===== src/rtl/chunked_subtractor.sv =====
// chunked_subtractor: 10-bit unsigned subtractor with borrow-in/borrow-out.
// It is built from two 5-bit stages run on consecutive cycles (low half, then
// high half) and has a fixed 4-cycle start-to-done latency.
// Optional feature macro: SUB_SAT_EN. When defined, a result that would wrap
// below zero is clamped to 0. Bout still reports the borrow.
module chunked_subtractor (
  input  logic       clk,
  input  logic       rst,
  input  logic       start,
  input  logic [9:0] A,
  input  logic [9:0] B,
  input  logic       Bin,
  output logic       busy,
  output logic       done,
  output logic [9:0] Diff,
  output logic       Bout
);

  typedef enum logic [1:0] {IDLE, LOW, HIGH, DONE} state_t;

  state_t     state_reg;
  state_t     state_next;

  // Operands captured at start; later input activity cannot disturb them.
  logic [9:0] a_reg;
  logic [9:0] b_reg;
  logic       bin_reg;

  // Working registers for the two halves and the inter-stage borrow.
  logic [4:0] lo_reg;
  logic [4:0] hi_reg;
  logic       borrow_reg;
  logic       final_borrow_reg;
  logic       done_reg;

  // Each stage computes a + ~b + ~borrow_in in 5 bits.
  // The carry out is the inverse of the borrow out.
  logic [5:0] lo_sum;
  logic [5:0] hi_sum;

  assign lo_sum = {1'b0, a_reg[4:0]} + {1'b0, ~b_reg[4:0]} + {5'b0, ~bin_reg};
  assign hi_sum = {1'b0, a_reg[9:5]} + {1'b0, ~b_reg[9:5]} + {5'b0, ~borrow_reg};

  // State register; reset aborts any operation in flight.
  always_ff @(posedge clk) begin
    if (rst) state_reg <= IDLE;
    else     state_reg <= state_next;
  end

  // Next-state logic. Start is only looked at in IDLE.
  always_comb begin
    state_next = state_reg;
    case (state_reg)
      IDLE:    if (start) state_next = LOW;
      LOW:     state_next = HIGH;
      HIGH:    state_next = DONE;
      DONE:    state_next = IDLE;
      default: state_next = IDLE;
    endcase
  end

  // Output logic: busy covers every non-idle state.
  always_comb begin
    busy = (state_reg != IDLE);
  end

  // Datapath: latch operands, run the low and high stages, then publish the result.
  always_ff @(posedge clk) begin
    if (rst) begin
      a_reg            <= '0;
      b_reg            <= '0;
      bin_reg          <= 1'b0;
      lo_reg           <= '0;
      hi_reg           <= '0;
      borrow_reg       <= 1'b0;
      final_borrow_reg <= 1'b0;
      done_reg         <= 1'b0;
      Diff             <= '0;
      Bout             <= 1'b0;
    end else begin
      done_reg <= 1'b0;
      case (state_reg)
        IDLE: begin
          if (start) begin
            a_reg   <= A;
            b_reg   <= B;
            bin_reg <= Bin;
          end
        end
        LOW: begin
          lo_reg     <= lo_sum[4:0];
          borrow_reg <= ~lo_sum[5];
        end
        HIGH: begin
          hi_reg           <= hi_sum[4:0];
          final_borrow_reg <= ~hi_sum[5];
        end
        DONE: begin
`ifdef SUB_SAT_EN
          Diff <= final_borrow_reg ? 10'd0 : {hi_reg, lo_reg};
`else
          Diff <= {hi_reg, lo_reg};
`endif
          Bout     <= final_borrow_reg;
          done_reg <= 1'b1;
        end
        default: ;
      endcase
    end
  end

  assign done = done_reg;

endmodule


===== config.mk =====
export PLATFORM = sky130hd
export DESIGN_NAME = chunked_subtractor
export DESIGN_NICKNAME = d
export VERILOG_FILES = /design/src/rtl/chunked_subtractor.sv
export SDC_FILE = /design/constraint.sdc
export NUM_CORES = 1
export LEC_CHECK = 0
export BUFFER_PORTS_ARGS = -buffer_cell sky130_fd_sc_hd__buf_2
export CAP_MARGIN = 20
export CORE_MARGIN = 2
export CORE_UTILIZATION = 35
export CTS_BUF_LIST = sky130_fd_sc_hd__clkbuf_8
export DETAILED_ROUTE_END_ITERATION = 10
export PLACE_DENSITY = 0.55
export SETUP_SLACK_MARGIN = 0.02
export SKIP_LAST_GASP = 1
export SLEW_MARGIN = 5
export SYNTH_ARGS = -nofsm -noshare
export SYNTH_HDL_FRONTEND = slang
export SYNTH_SLANG_ARGS = --single-unit

===== constraint.sdc =====
create_clock -name clk -period 2.7 [get_ports clk]
set_clock_uncertainty 0.05 [all_clocks]
set_input_delay 0.405 -clock clk [delete_from_list [all_inputs] [get_ports clk]]
set_output_delay 0.405 -clock clk [all_outputs]
set_load 0.02 [all_outputs]

==> results.md <==
* Highest Signal Layer: met4
* Largest net degree at the start of global routing at 30
* Dpl ws at approximately 0.70 ns
* Starting density of the core at 0.363
* Worst vdd ir at 0.000282 V
* CP bufs+invs at 1
* Final nets at 317
* Crit Path Class: reg -> reg
* Number of enable flip-flop cells after synthesis at 0
* Post-synthesis cell type count at 35
* Simple-Gate Fraction of Synth Area at 0.177
* Clock sink count at 47
* Die H at a little over 80 µm
* # hold bufs at CTS at 0
* Fin crit period at 2.01 ns
* Data arrival, critical path at approximately 2.2 ns
* Worst path max stage delay at between 0.4 and 0.5 ns
* Post-DP HPWL at between 2000 and 3000 µm
* Synth Area in Adders at 0.113
* Worst reg2reg path startpoint: b_reg[0]
* Final hold slack at between 0.2 and 0.3 ns
* Pwr/cell area at a little under 900 nW/µm²
* CP endpoint: lo_reg[4]
* Reg2reg path depth at 6
* CTS buffer count at 5
* Mapped cell area at between 2000 and 2500 µm²
* Status: finished, final reports clean
* Endpoint class of the critical path: flop
* Met2 WL at between 1500 and 2000 µm
* Worst-Skew Late Latency at approximately 0.30 ns
* Slowest-stage cell, CP: fa_1
* Ys flop type: dfxtp_1
* Mapped Cells at 245
* Net Count, Synth at roughly 290
* Setup Buffers After CTS at 0
* Synthesis-to-finish area growth at 15.4%
* Max_cap viols at 0
* Post-synth top cells: 48 x nand2_1, 47 x dfxtp_1, 27 x a21oi_1
* Combinational family with the most area after synthesis: simple AND/OR/NAND/NOR gates
* Reg2reg end: lo_reg[4]
* Crit-path max FO at 2
* # DRC at 0
* Via count at 1599
* First-pass GRT wire length at just under 7000 µm
* WL met3 at 219 µm
* Antenna violations before repair at 0
* Row count at 28
* Xor and xnor area share after synthesis at 0.00814
* Final period utilization at 0.743
* Die Width at between 80 and 90 µm
* RSZ-0062 raised after global routing: false
* Buffer levels on the longest clock path at 2
* Final Hold Viols at 0
* Final Power at approximately 0.0022 W
* Critical Path RT at between 2 and 3 ns
* Vias in the first global route at between 1k and 1.5k
* Synth area leaders: dfxtp_1 44%, nand2_1 8.4%, ha_1 7.6%, mux2i_1 7.4%, a21oi_1 6.3%
* Routed wire per std cell at ~12 µm
* DR iter-0 viols at 59
* Fillers at around 610
* Drt first pass iters at 3
* Crit. path cell count at 6
* Critical path origin: b_reg[0]
* CP most frequent cell: fa_1
* Slew headroom at 0.534
* CP Launch Type: flop
* Worst-Margin Slew at between 0.6 and 0.7 ns
* Final TNS setup at 0 ns
* Highest clock rate at 498 MHz
* Remaining Overflow, GRT at 0
* Most frequent cell after synthesis: nand2_1
* Pleak at a little over 1 nW
* Via/cell ratio at ~4.5
* Synth area leader: dfxtp_1
* Final Max Tran Viols at 0
* TritonCTS clock tree: built
* Routed Antenna Nets at 0
* Avg Cell Area, Syn at between 8 and 9 µm²
* R2R Setup Slk at between 0.6 and 0.7 ns
* GPL Wtd Cong at roughly 0.75
* Crit-path cells: inv_1 > fa_1 > fa_1 > a21o_1 > a2111o_1 > o221ai_1
* All-Layer GR Usage at 0.134
* DRT met1 WL at 2220 µm
* Die ar. at 6790 µm²
* Reg clk slew, reported paths at about 0.090 ns
* Clock H-tree levels at 2
* Kind of cell adding the most delay to the critical path: adder cells
* Yosys warning count at 0
* Final WS setup at 0.693 ns
* Seq/Total Area, Yosys at 0.437
* Top cell type's share of synthesized area at 0.437
* N_diodes at 0
* Final setup violating endpoints at 0
* Post-synthesis compound-gate area fraction at 0.123
* Post-synthesis register bit count at 47
* Post-synth ARST share at 0
* Core ar. at ~5900 µm²
* Number of buffers added on ports at 36
* Mux share of post-synthesis cell area at 0.0744
* Io pins at 37
* Total wire length at about 4000 µm
* Tightest Hold Check Type: in -> reg
* Root buffer cell: clkbuf_8
* Post-CTS sizing at 0
* Share of cells above drive strength 1 at 0.170
[logic make-up after synthesis]
family,count (synthesis)
AND/OR/NAND/NOR,87
flip-flops,47
AO/OA/AOI/OAI,43
buffers and inverters,33
adder cells (fa/ha/maj),17
multiplexers,16
XOR/XNOR,2
[metrics by stage]
step / instance area [µm²] / std cells / utilization
final: 2480 / 352 / 0.419
after global routing: 2480 / 352 / 0.419
after CTS: 2480 / 352 / 0.419
after detailed placement: 2370 / 344 / 0.400
after global placement: 2370 / 344 / 0.400
after floorplan: 2150 / 245 / -
[worst min-delay path by stage]
stage / from / to / slack, ns / cells past startpoint
final: B[6] / b_reg[6] / 0.28 / 3
after global routing: B[6] / b_reg[6] / 0.27 / 3
after CTS: B[5] / b_reg[5] / 0.28 / 3
after detailed placement: b_reg[1] / b_reg[1] / 0.40 / 2
after global placement: b_reg[1] / b_reg[1] / 0.40 / 2
after floorplan: b_reg[0] / b_reg[0] / 0.39 / 2
[tightest hold or removal path, stage by stage]
cell	delay, ns
buf_2	0.09
nand2_1	0.04
a21oi_1	0.05
[where the power goes]
part	internal, W	leakage [nW]	switching, W
Sequential	0.000821	0.383	0.0000773
Combinational	0.000314	0.582	0.000449
Clock	0.000300	0.0612	0.000240
[area by class of cell]
type | instances | area (µm²) | share of cell area
timing repair buffer | 37 | 188 | 0.0756
tap | 75 | 93.8 | 0.0378
multi-input combinational | 165 | 1070 | 0.429
clock buffer | 6 | 82.6 | 0.0332
sequential | 47 | 941 | 0.379
inverter | 20 | 77.6 | 0.0312
clock inverter | 2 | 35.0 | 0.0141
[cells in the final DEF, fill, tap and decap left out, types with 3 or more instances in the layout]
cell      instances
a211oi_1          3
a21oi_1          27
buf_2            36
clkbuf_8          6
dfxtp_1          47
fa_1              4
ha_1             13
inv_1            18
mux2i_1          16
nand2_1          48
nor2_1           24
[routing by layer]
layer  vias up  track usage
met4         0       0.0500
met5         -            0
met3         5       0.0380
met2        30        0.192
li1        870            -
met1       694        0.190
(Power assumes the default switching activity.)
